<file path="src/rtl/sra_iter_pkg.sv">
// sra_iter_pkg: shared datapath widths and FSM state encoding for the iterative shifter.
package sra_iter_pkg;
   localparam int XLEN = 32;
   localparam int SHW  = 5;
   typedef enum logic [1:0] {IDLE, SHIFT, FIN} state_e;
endpackage

</file>
<file path="src/rtl/sra_iter_step.sv">
// sra_step: one combinational right-shift stage; vacated bits take the fill value.
module sra_step
   import sra_iter_pkg::*;
(
   input  logic [XLEN-1:0] data,
   input  logic [SHW-1:0]  k,
   input  logic            fill,
   output logic [XLEN-1:0] res
);
   assign res = (data >> k) | (fill ? ~({XLEN{1'b1}} >> k) : '0);
endmodule

</file>
<file path="src/rtl/sra_iter.sv">
// sra_iter: iterative SRA/SRL unit, shifts STEP bits per cycle and pulses done with the result.
module sra_iter
   import sra_iter_pkg::*;
#(
   parameter int STEP = 1
) (
   input  logic            clk,
   input  logic            rst_n,
   input  logic            start,
   input  logic [XLEN-1:0] a,
   input  logic [XLEN-1:0] b,
   input  logic [SHW-1:0]  shamt,
   input  logic            arith,
   output logic            busy,
   output logic            done,
   output logic [XLEN-1:0] out
);
   state_e          state_q;
   logic [XLEN-1:0] work_q, work_d, out_q;
   logic [SHW-1:0]  cnt_q, cnt_d, n, k;
   logic            fill_q, busy_q, done_q, accept, unused_b;
   assign unused_b = ^b[XLEN-1:SHW];
   assign n        = shamt != '0 ? shamt : b[SHW-1:0];
   assign accept   = start && state_q != SHIFT;
   // the final step is partial when fewer than STEP bits remain
   assign k        = cnt_q < SHW'(STEP) ? cnt_q : SHW'(STEP);
   assign cnt_d    = cnt_q - k;
   sra_step u_step (.data(work_q), .k(k), .fill(fill_q), .res(work_d));
   always_ff @(posedge clk or negedge rst_n) begin
      if (!rst_n) begin
         state_q <= IDLE;
         work_q  <= '0;
         out_q   <= '0;
         cnt_q   <= '0;
         fill_q  <= 1'b0;
         busy_q  <= 1'b0;
         done_q  <= 1'b0;
      end else if (accept) begin
         work_q  <= a;
         cnt_q   <= n;
         fill_q  <= arith & a[XLEN-1];
         state_q <= n == '0 ? FIN : SHIFT;
         busy_q  <= n != '0;
         done_q  <= n == '0;
         if (n == '0) out_q <= a;
      end else if (state_q == SHIFT) begin
         work_q <= work_d;
         cnt_q  <= cnt_d;
         if (cnt_d == '0) begin
            state_q <= FIN;
            busy_q  <= 1'b0;
            done_q  <= 1'b1;
            out_q   <= work_d;
         end
      end else begin
         state_q <= IDLE;
         busy_q  <= 1'b0;
         done_q  <= 1'b0;
      end
   end
   assign busy = busy_q;
   assign done = done_q;
   assign out  = out_q;
endmodule

</file>
<file path="config.mk">
export PLATFORM = sky130hd
export DESIGN_NAME = sra_iter
export DESIGN_NICKNAME = d
export VERILOG_FILES = /design/src/rtl/sra_iter_pkg.sv /design/src/rtl/sra_iter_step.sv /design/src/rtl/sra_iter.sv
export SDC_FILE = /design/constraint.sdc
export NUM_CORES = 1
export LEC_CHECK = 0
export ABC_AREA = 1
export BUFFER_PORTS_ARGS = -buffer_cell sky130_fd_sc_hd__buf_2
export CORE_UTILIZATION = 56
export CTS_CLUSTER_SIZE = 30
export DETAILED_ROUTE_END_ITERATION = 6
export PLACE_DENSITY = 0.85
export SYNTH_ARGS = -nofsm -noshare
export SYNTH_HDL_FRONTEND = slang
export SYNTH_SLANG_ARGS = --single-unit
</file>
<file path="constraint.sdc">
create_clock -name clk -period 5.37 [get_ports clk]
set_clock_uncertainty 0.2 [all_clocks]
set_input_delay 0.2685 -clock clk [delete_from_list [all_inputs] [get_ports clk]]
set_output_delay 0.2685 -clock clk [all_outputs]
set_load 0.02 [all_outputs]
</file>
==> results of run 1 <==
==> where the power goes <==
part,total (mW),internal [mW],switching [mW],leakage [nW]
logic,1.31,0.452,0.858,1.32
registers,0.960,0.820,0.141,0.881
clock network,0.417,0.225,0.192,0.0925
total,2.69,1.50,1.19,2.29
==> synthesized netlist by cell type, drive strengths merged <==
library cell,n,area [um^2]
clkbuf,10,37.5
buf,19,103
nand3,35,180
o211ai,5,37.5
ha,1,12.5
a21oi,10,53.8
o21bai,1,7.51
and3,1,6.26
dfrtp,72,1800
o21ai,80,404
o221ai,1,8.76
nand2,165,629
a22oi,2,15.0
nor2,29,124
xor2,2,17.5
inv,41,154
nand4,5,52.6
a31oi,5,31.3
==> layer usage <==
| metal | vias to the layer above | track usage, % | wire (um) |
|---|---|---|---|
| li1 | 1696 | - | - |
| met1 | 1546 | 31.6 | 3550 |
| met2 | 100 | 43.7 | 4060 |
| met3 | 6 | 4.57 | 408 |
| met4 | 0 | 7.68 | 40 |
| met5 | - | 0 | 0 |
==> final timing paths <==
path,startpoint,to,depth (start not counted)
worst max-delay path,state_q[0],out[24],9
worst min-delay path,a[0],work_q[0],3
min in group asynchronous,rst_n,cnt_q[3],2
max in group asynchronous,rst_n,out[6],2
worst max register to register,state_q[0],out[24],9
worst min register to register,out[19],out[19],2
==> placed cells by master, fill, tap and decap left out <==
cell / synthesis / routed
clkinv_2: 0 / 1
dlygate4sd3_1: 0 / 3
nand3_1: 34 / 34
nand2_2: 1 / 1
xor2_1: 2 / 2
inv_1: 37 / 37
a21oi_2: 1 / 1
ha_1: 1 / 1
nand4_4: 1 / 1
a21oi_1: 9 / 9
clkbuf_8: 0 / 10
nand3_2: 1 / 1
o21ai_2: 1 / 1
bufinv_16: 0 / 1
inv_2: 4 / 4
clkbuf_1: 10 / 2
nand4_1: 3 / 3
buf_2: 13 / 78
and3_1: 1 / 1
nor2_2: 3 / 3
dfrtp_1: 72 / 72
o21bai_1: 1 / 1
o21ai_1: 31 / 31
o21ai_0: 48 / 48
nor2_1: 25 / 25
clkinvlp_4: 0 / 1
buf_4: 4 / 1
o211ai_1: 5 / 5
a22oi_1: 2 / 2
nand2_1: 163 / 163
nor2_4: 1 / 1
nand4_2: 1 / 1
a31oi_1: 5 / 5
o221ai_1: 1 / 1
nand2_4: 1 / 1
==> through the flow <==
stage / hold slack [ps] / std cells / utilization, %
final: 25.7 / 629 / 66.9
after global routing: 23.0 / 629 / 66.9
after CTS: 10.5 / 629 / 66.9
after detailed placement: 262 / 611 / 63.5
after global placement: 253 / 611 / 63.5
after floorplan: -227 / 484 / -
==> cell families after synthesis <==
group / count (synthesis) / share of synthesized area (%)
buffers and inverters: 70 / 8.00
DFF: 72 / 49.0
and+or+nand+nor: 235 / 27.0
adders and majority gates: 1 / 0.340
xor gates and xnor gates: 2 / 0.477
AOI/OAI and AO/OA: 104 / 15.2
==> tightest hold or removal path, cell delays in order <==
cell and delay (ps):
buf_2 100, nand2_1 70, a31oi_1 80
==> flip-flops by register name (all words and copies together), names as in the netlist <==
| name | count |
|---|---|
| out | 32 |
| work_q | 32 |
| cnt_q | 5 |
| state_q | 2 |
| fill_q | 1 |
==> repair_timing <==
| action | in CTS | in global routing |
|---|---|---|
| hold buffers | 3 | 0 |
| setup endpoints to repair | 0 | 0 |
| hold endpoints to repair | 73 | 0 |
==> area by class of cell <==
cell class              instances  area, um^2  area share, %
clock buffers                  12         145           3.42
clock inverters                 3        42.5           1.00
inverters                      41         154           3.62
multi-input cells             342        1580           37.2
flip-flops and latches         72        1800           42.4
well taps                      77        96.3           2.27
repair buffers                 82         428           10.1
==> flow_results.org, run 1 <==
** Floorplanning
- Top-Level Pins :: roughly 110
- Initial Util :: between 50 and 60%
- Area of the die :: 6890 um^2
- Measured along the y axis, the die boundary spans 83.0 um.
- Horizontal die dimension :: about 83 um
- Core Rows :: 29
- In this run the standard cell core region covers 6350 um^2.

** Global route
- Antenna violations before repair :: 0
- Number of global-route vias before repair :: 3187
- The first global-routing pass estimated 13900 um of wire.
- Residual overflow from global routing :: 0
- Total GRT Usage :: between 20% and 30%
- Maximum number of pins on one net before global-route repair :: between 70 and 80

** Critical path
- Critical-path maximum fanout :: between 50 and 60
- CP peak stage delay :: 910 ps
- Worst EP required :: around 5400 ps
- R2r setup slk :: 1470 ps
- Worst setup EP type :: flip-flop
- Sum of buffers and inverters on the critical path :: 3
- For the worst setup path, the data arrival time is 3970 ps.
- The worst setup path is of the reg2reg kind.
- Walking the worst path, the cells encountered are inv_1, nor2_4, inv_2, nand2_1, inv_2, nand4_2, nand2_4, nand2_1, nand2_1.
- On the critical path, the stage with the largest delay is an instance of nand4_2.
- Launching element type of the critical path :: flip-flop
- Worst path top cell family by delay :: simple AND/OR/NAND/NOR gates
- Worst path most repeated cell :: nand2_1

** Detailed routing
- Pre-antenna DRT Iters :: 4
- Across all layers, the routed design uses 3348 vias.
- DRC violations left :: 0
- The routed design has 8060 um of wire.
- Per-cell via count in the routed design :: about 5.3
- Once detail routing completed, the nets flagged for antenna violations numbered 0.
- After detailed routing, the average wire length per cell comes to ~13 um.
- Starting DRT DRC Count :: 209

** STA
- The routed design could run at a clock period as short as 3900 ps.
- After layout, the worst path uses 72.6% of the clock period.
- Worst slew pin tran :: 1040 ps
- The final max-slew violation count was 0.
- Fmax :: 0.256 GHz
- After layout, the worst setup slack is approximately 1500 ps.
- RSZ-0062 raised after global routing :: no
- Final Setup Violations :: 0
- Measured against its own limit, the worst slew margin works out to approximately 30%.
- Number of endpoints with negative hold slack in the final report :: 0
- Post-route setup TNS :: 0 ps

** Run status
- The run finished with clean final reports.

** Logic synthesis
- Yosys printed 0 warnings.
- After synthesis, the mean cell area works out to between 7 and 8 um^2.
- When the netlist entered floorplanning its net count stood at 558.
- Sequential fraction of the synthesis area :: 49.0%
- Post-Synthesis Cells :: 484
- Flop and latch count out of synthesis :: 72
- Number of distinct standard cells referenced by the synthesized netlist :: 31
- In this run the cell area of the synthesized design comes to 3680 um^2.

** Clock tree
- In this run the clock root is driven by a clkbuf_8.
- Post-CTS timing repair inserted 0 buffers for setup.
- Clock tree synthesis found a total of 72 sinks.
- H-tree lvl count :: 3
- CTS buffer count :: 9
- Max Buffers Root-to-Sink :: 2
- Clock tree from TritonCTS :: yes
- Clock-pin slew was measured on the worst setup and hold paths at 80 ps.
- The clock reaches the later pin of the worst-skew pair after about 330 ps.
- The number of gates resized after CTS was 0.

** Power and ir drop
- Static leakage :: between 2 and 2.5 nW
- Power comes to 2.69 mW.
- Power per unit of standard cell area :: ~630 nW/um^2
- VDD sags by at most ~350 uV.

** Finish
- Layout overhead on the synthesized area :: 15.6%
- Share of layout cells above drive strength 1 :: between 15 and 20%
- Final layout net count :: 622
- After filler insertion, the fill cell instance count of the layout stands at 554.
- After routing the design area is 4250 um^2.
- Antenna diode count :: 0

** Placement
- Post-place setup slack :: 1440 ps
- Detailed placement ended at an HPWL of roughly 5200 um.
- After detailed placement, the total cell area comes to ~4000 um^2.
- The congestion estimate from routability-driven global placement came to 0.836.
- IO Port Bufs :: 79

** Min path
- Worst min-delay path class :: in2reg

** Job
- Max_cap viols :: 0
No activity file was read; power rests on OpenSTA's default activity.
==> run 2: changes to the inputs <==
Settings changed: CORE_UTILIZATION 56 to 52, PLACE_DENSITY 0.85 to 0.8.
Clock period 5.37 ns to 4 ns, I/O delays scaled along.
==> flow_results.org, run 2 (synthesized netlist as in run 1, its figures left out) <==
** STA
- Setup violations remaining at the end of the flow were counted as 0.
- The number of hold violations in the final report is 0.
- The final max-slew violation count was 0.
- Derived from the worst setup path, the maximum achievable clock frequency is roughly 0.32 GHz.
- Hold is met by around 3.4 ps.
- Worst slew margin relative to its limit :: 33.2%
- Worst slew pin tran :: 1000 ps
- RSZ-0062 raised after global routing :: no
- Post-route setup TNS :: 0 ps
- After layout, the minimum clock period comes to 3170 ps.
- Final worst path period share :: 79.3%

** Power and ir drop
- The analysis attributes to cell leakage a power of 2.37 nW.
- Power per unit of standard cell area :: between 800 and 900 nW/um^2
- IR analysis of the VDD net gives a maximum drop of 373 uV.

** Finish
- Area of the multi-input gates :: around 1600 um^2
- Final standard cell utilization of the core :: 65.0%
- Final layout net count :: 633
- Compared with the post-synthesis result, the final layout area differs by 20.2%.
- Most common cell after layout, fill and taps aside :: nand2_1
- Share of layout cells above drive strength 1 :: between 10% and 20%
- The finished layout holds 660 standard cells, fillers aside.
- The finished cells cover 4420 um^2.
- Commonest cells after routing, fill and taps aside :: nand2_1 (163), buf_2 (78), dfrtp_1 (72)
- The sequential cells in the finished layout cover a total of 1800 um^2.
- The repair_antennas step left the layout with diodes totalling 0.
- Fillcell total :: 616

** Placement
- Summed over all nets, the half-perimeter wirelength after detailed placement is 5340 um.
- Counting tap cells, the placed design contains a total of 632 instances.
- Final weighted congestion in routability-driven placement :: 0.801
- Cell area reported after detailed placement :: 4070 um^2
- IO Port Bufs :: 79

** Clock tree
- Clock-pin transition on the worst setup and hold timing paths :: 80 ps
- Library cell used as clock root buffer :: clkbuf_8
- In this run the deepest clock path goes through 2 buffers.
- Clock latency on the worst-skew pair :: 350 ps
- Clock tree from TritonCTS :: yes
- H-tree lvl count :: 3
- The number of clock buffers added by TritonCTS is 9.
- Post-CTS Setup Bufs :: 0
- Sinks on the clock net :: 72

** Detailed routing
- Dividing the detail-routed wire length by the instance count gives 12.7 um.
- The pre-antenna-repair detailed-routing pass consisted of 4 iterations.
- The first routing iteration left 144 violations.
- Once detail routing completed, the nets flagged for antenna violations numbered 0.
- After detailed routing, the number of remaining DRC violations is 0.
- The final route contains 3406 vias.
- Total routed wirelength :: 8390 um
- Per-cell via count in the routed design :: 5.16

** Floorplanning
- 107 I/O pins were placed.
- Initial Util :: 54.1%
- The die is 86.1 um wide.
- The floorplan step set the die height to 86.1 um.
- CORE AREA :: 6790 um^2
- The initialized floorplan defines 30 standard-cell rows.
- Area of the die :: 7410 um^2

** Critical path
- On the critical path, the stage with the largest delay is an instance of nand4_2.
- STA classifies the critical path startpoint as a flip-flop.
- Worst path most repeated cell :: nand2_1
- On the worst path, the slowest cell contributes a delay of slightly below 800 ps.
- Along the worst path, the maximum fanout reaches 33.
- By startpoint and endpoint, the worst setup path is classified as reg2reg.
- For the worst setup path, the data arrival time is 3260 ps.
- Worst setup EP type :: flip-flop
- Worst EP required :: a little over 4000 ps
- Ordered cell list for the critical path :: inv_1, nor2_4, inv_2, nand2_1, inv_2, nand4_2, nand2_4, nand2_1, nand2_1

** Global route
- Total GRT Usage :: 24.2%
- Global routing used 2.89% of the available met3 tracks.
- For this run the aggregate overflow at the end of global routing stands at 0.
- For this run, global-route usage on met2 was measured as 42.9%.
- Layer with the highest usage after global routing :: met2
- Number of global-route vias before repair :: between 3000 and 4000
- Maximum number of pins on one net before global-route repair :: 73
- For met1 alone, demand over resource in global routing was 30.0%.
- Antenna violations before repair :: 0
- The first global-routing pass estimated roughly 14000 um of wire.

** Run status
- The flow ran to the end, and the final reports show no timing, DRC or antenna violations.

** Job
- Max_cap viols :: 0

** Min path
- Worst min-delay path class :: in2reg
## run 2: changes by cell type in the layout (fill, tap and decap cells not counted), sizes merged
cell         delta
clkinv          +2
dlygate4sd3     +9
clkbuf          -1
bufinv          +1
buf             +2
clkinvlp        -1
## run 2: through the flow
stage          setup slack (ps)  power [mW]
3_3_place_gp                921        3.00
5_1_grt                     561        4.06
6_report                    828        3.72
4_1_cts                     873        3.74
2_1_floorplan              2270        2.63
3_5_place_dp                889        3.07
## run 2: path summary, 6_finish.rpt
path,start,endpoint,slack (ps),depth (start not counted)
setup reg to reg,state_q[0],out[5],830,9
min in group asynchronous,rst_n,cnt_q[1],320,2
hold / removal,shamt[0],cnt_q[0],3,5
hold reg to reg,out[23],out[23],310,2
setup / recovery,state_q[0],out[5],830,9
max in group asynchronous,rst_n,work_q[11],2710,2
## run 2: where the power goes
group / total (mW) / internal (mW) / switching [mW] / leakage [nW]
combinational: 1.78 / 0.617 / 1.16 / 1.37
sequential: 1.29 / 1.10 / 0.185 / 0.881
clock: 0.658 / 0.384 / 0.274 / 0.119
total: 3.72 / 2.10 / 1.62 / 2.37
## run 2: timing repair
action | 4_1_cts | 5_1_grt
hold buffers | 12 | 0
hold endpoints to repair | 86 | 0
gates resized for setup | 0 | 0
## run 2: cell type report
class	instances	share of cell area, %
timing repair buffer	93	12.1
multi-input combinational	342	35.8
clock buffer	11	3.43
clock inverter	5	1.78
tap	96	2.72
sequential	72	40.8
inverter	41	3.48
## run 2: metal layers
metal / vias to the layer above / wire length [um]
met5: - / 0
met3: 11 / 307
li1: 1717 / -
met4: 0 / 123
met2: 73 / 4140
met1: 1605 / 3820
## run 2: worst max-delay path: cells and delay by family (launching register included)
| kind | cells | cell delay (ps) |
|---|---|---|
| AND/OR/NAND/NOR | 6 | 2180 |
| buffers and inverters | 3 | 350 |
| flip-flops | 1 | 380 |
==> run 3: changes to the inputs <==
Settings changed: CORE_UTILIZATION 52 to 47, PLACE_DENSITY 0.8 to 0.76.
Clock period 4 ns to 2.8 ns, I/O delays scaled along.
==> flow_results.org, run 3 (synthesized netlist as in run 1, its figures left out) <==
** Finish
- After the last flow step, the layout net total stands at 670.
- Leaving out fill and tap cells, the most frequent cell in the layout is nand2_1.
- Commonest cells after routing, fill and taps aside :: nand2_1 (163), buf_2 (78), dfrtp_1 (72)
- Share of layout cells above drive strength 1 :: a little under 20%
- Antenna diode count :: 0
- Layout overhead on the synthesized area :: 30.4%
- Final standard cell utilization of the core :: between 60 and 70%

** Critical path
- Traced cell by cell, the critical path runs through inv_1, nor2_4, inv_2, nand2_1, inv_2, buf_4, nand3_1, dlygate4sd3_1, o21ai_0.
- STA puts the critical path data arrival time at 2310 ps.
- Among cell families on the critical path, the largest total delay comes from buffers and inverters.
- Setup CP Type :: reg2reg
- Master of the slowest instance on the critical path :: dlygate4sd3_1
- Launching element type of the critical path :: flip-flop
- On the worst path, the slowest cell contributes a delay of between 500 and 600 ps.
- Worst path most repeated cell :: inv_2
- STA puts the critical path data required time at ~2900 ps.
- R2r setup slk :: 560 ps
- The number of buffers and inverters on the critical path is 5.
- Worst setup EP type :: flip-flop
- Along the worst path, the maximum fanout reaches between 50 and 60.

** STA
- The number of hold violations in the final report was 0.
- The final max-slew violation count was 0.
- RSZ-0062 raised after global routing :: no
- Worst slew margin relative to its limit :: between 30% and 40%
- Setup violations remaining at the end of the flow were counted as 0.
- Final worst path period share :: 80.1%
- For the pin with the worst max-slew slack, the measured transition is 921 ps.
- Fmax :: 0.446 GHz
- Post-route setup TNS :: 0 ps
- Shortest clock period the worst path allows after layout :: 2240 ps

** Power and ir drop
- Power per unit of standard cell area :: 1150 nW/um^2
- Total chip power :: 5.49 mW
- The analysis attributes to cell leakage a power of between 2 and 3 nW.
- Peak VDD IR :: 609 uV

** Floorplanning
- Once the floorplan was initialized, standard cells occupied 49.6% of the core.
- For this design the top-level I/O count stands at 107.
- Core Rows :: 31
- The die is about 90 um tall.
- CORE AREA :: ~7400 um^2
- Area of the die :: 8180 um^2
- Horizontal die dimension :: 90.4 um

** Min path
- Worst min-delay path class :: in2reg

** Clock tree
- Clock tree from TritonCTS :: yes
- H-tree lvl count :: 3
- Counting along the longest clock path gives a buffer depth of 2.
- Clock latency on the worst-skew pair :: 340 ps
- Clock-pin transition on the worst setup and hold timing paths :: around 80 ps
- Number of gates given a new drive strength after cts :: 0
- CTS buffer count :: 9
- Sinks on the clock net :: 72
- The cell sitting at the root of the clock tree is a clkbuf_8.

** Global route
- Entering global routing, the biggest net connects 73 pins.
- Antenna violations before repair :: 0
- Number of global-route vias before repair :: around 3600
- For this run the aggregate overflow at the end of global routing stands at 0.
- For this run, the total global-route usage over all layers was measured as 24.8%.
- Wire length of the first global-routing pass :: 16300 um

** Job
- Max_cap viols :: 0

** Placement
- Detailed placement finished with a half-perimeter wire length of a little under 6000 um.
- During placement, the flow inserted port buffers numbering 79.
- Final weighted congestion in routability-driven placement :: 0.817

** Detailed routing
- Routed vias :: 3620
- The first routing iteration left between 200 and 250 violations.
- Dividing the detail-routed via count by the number of cells gives 5.17.
- After detailed routing, the total wire length is approximately 9400 um.
- The pre-antenna-repair detailed-routing pass consisted of 5 iterations.
- DRC violations left :: 0
- In the final routed layout, each cell accounts on average for 13.4 um.
- Post-route antenna net violation count :: 0

** Run status
- Status :: finished, final reports clean
run 3: layout make-up:
type / count / area [um^2]
Clock buffer: 11 / 141
Clock inverter: 5 / 104
Fill cell: 643 / 2620
Inverter: 41 / 154
Multi-Input combinational cell: 342 / 1580
Sequential cell: 72 / 1800
Tap cell: 99 / 124
Timing Repair Buffer: 130 / 888
run 3: through the flow:
step | hold WS (ps) | setup slack (ps) | cells | area, um^2
finish | 23.6 | 558 | 700 | 4790
global route | 79.9 | 354 | 700 | 4790
CTS | 15.1 | 550 | 700 | 4790
detailed placement | 138 | 742 | 641 | 4120
global placement | 134 | 756 | 641 | 4120
floorplan | -356 | 1070 | 484 | 3680
run 3: power by group:
part | internal [mW] | leakage (nW) | total [mW] | switching (mW)
Clock | 0.617 | 0.124 | 1.01 | 0.392
Sequential | 1.57 | 0.881 | 1.84 | 0.274
Combinational | 0.936 | 1.52 | 2.64 | 1.70
Total | 3.12 | 2.53 | 5.49 | 2.37
run 3: metal layers:
layer / vias up / global-route usage [%] / routed length (um)
met3: 19 / 4.21 / 470
met1: 1696 / 30.3 / 4020
met5: - / 0 / 0
met2: 119 / 43.3 / 4710
met4: 0 / 10.1 / 193
li1: 1786 / - / -
run 3: worst min-delay path: stages:
cell and delay (ps):
buf_2 90, o21bai_1 140, a22oi_1 70, o21ai_0 80
run 3: timing repair:
item	in CTS	in global routing
hold endpoints to repair	134	0
hold buffers	43	0
buffers inserted	0	0
run 3: worst paths after layout:
kind | depth (start not counted) | start | end
min in group asynchronous | 2 | rst_n | work_q[22]
max in group asynchronous | 2 | rst_n | cnt_q[2]
setup / recovery | 9 | state_q[0] | fill_q
hold / removal | 4 | shamt[1] | cnt_q[1]
hold reg to reg | 2 | out[28] | out[28]
setup reg to reg | 9 | state_q[0] | fill_q
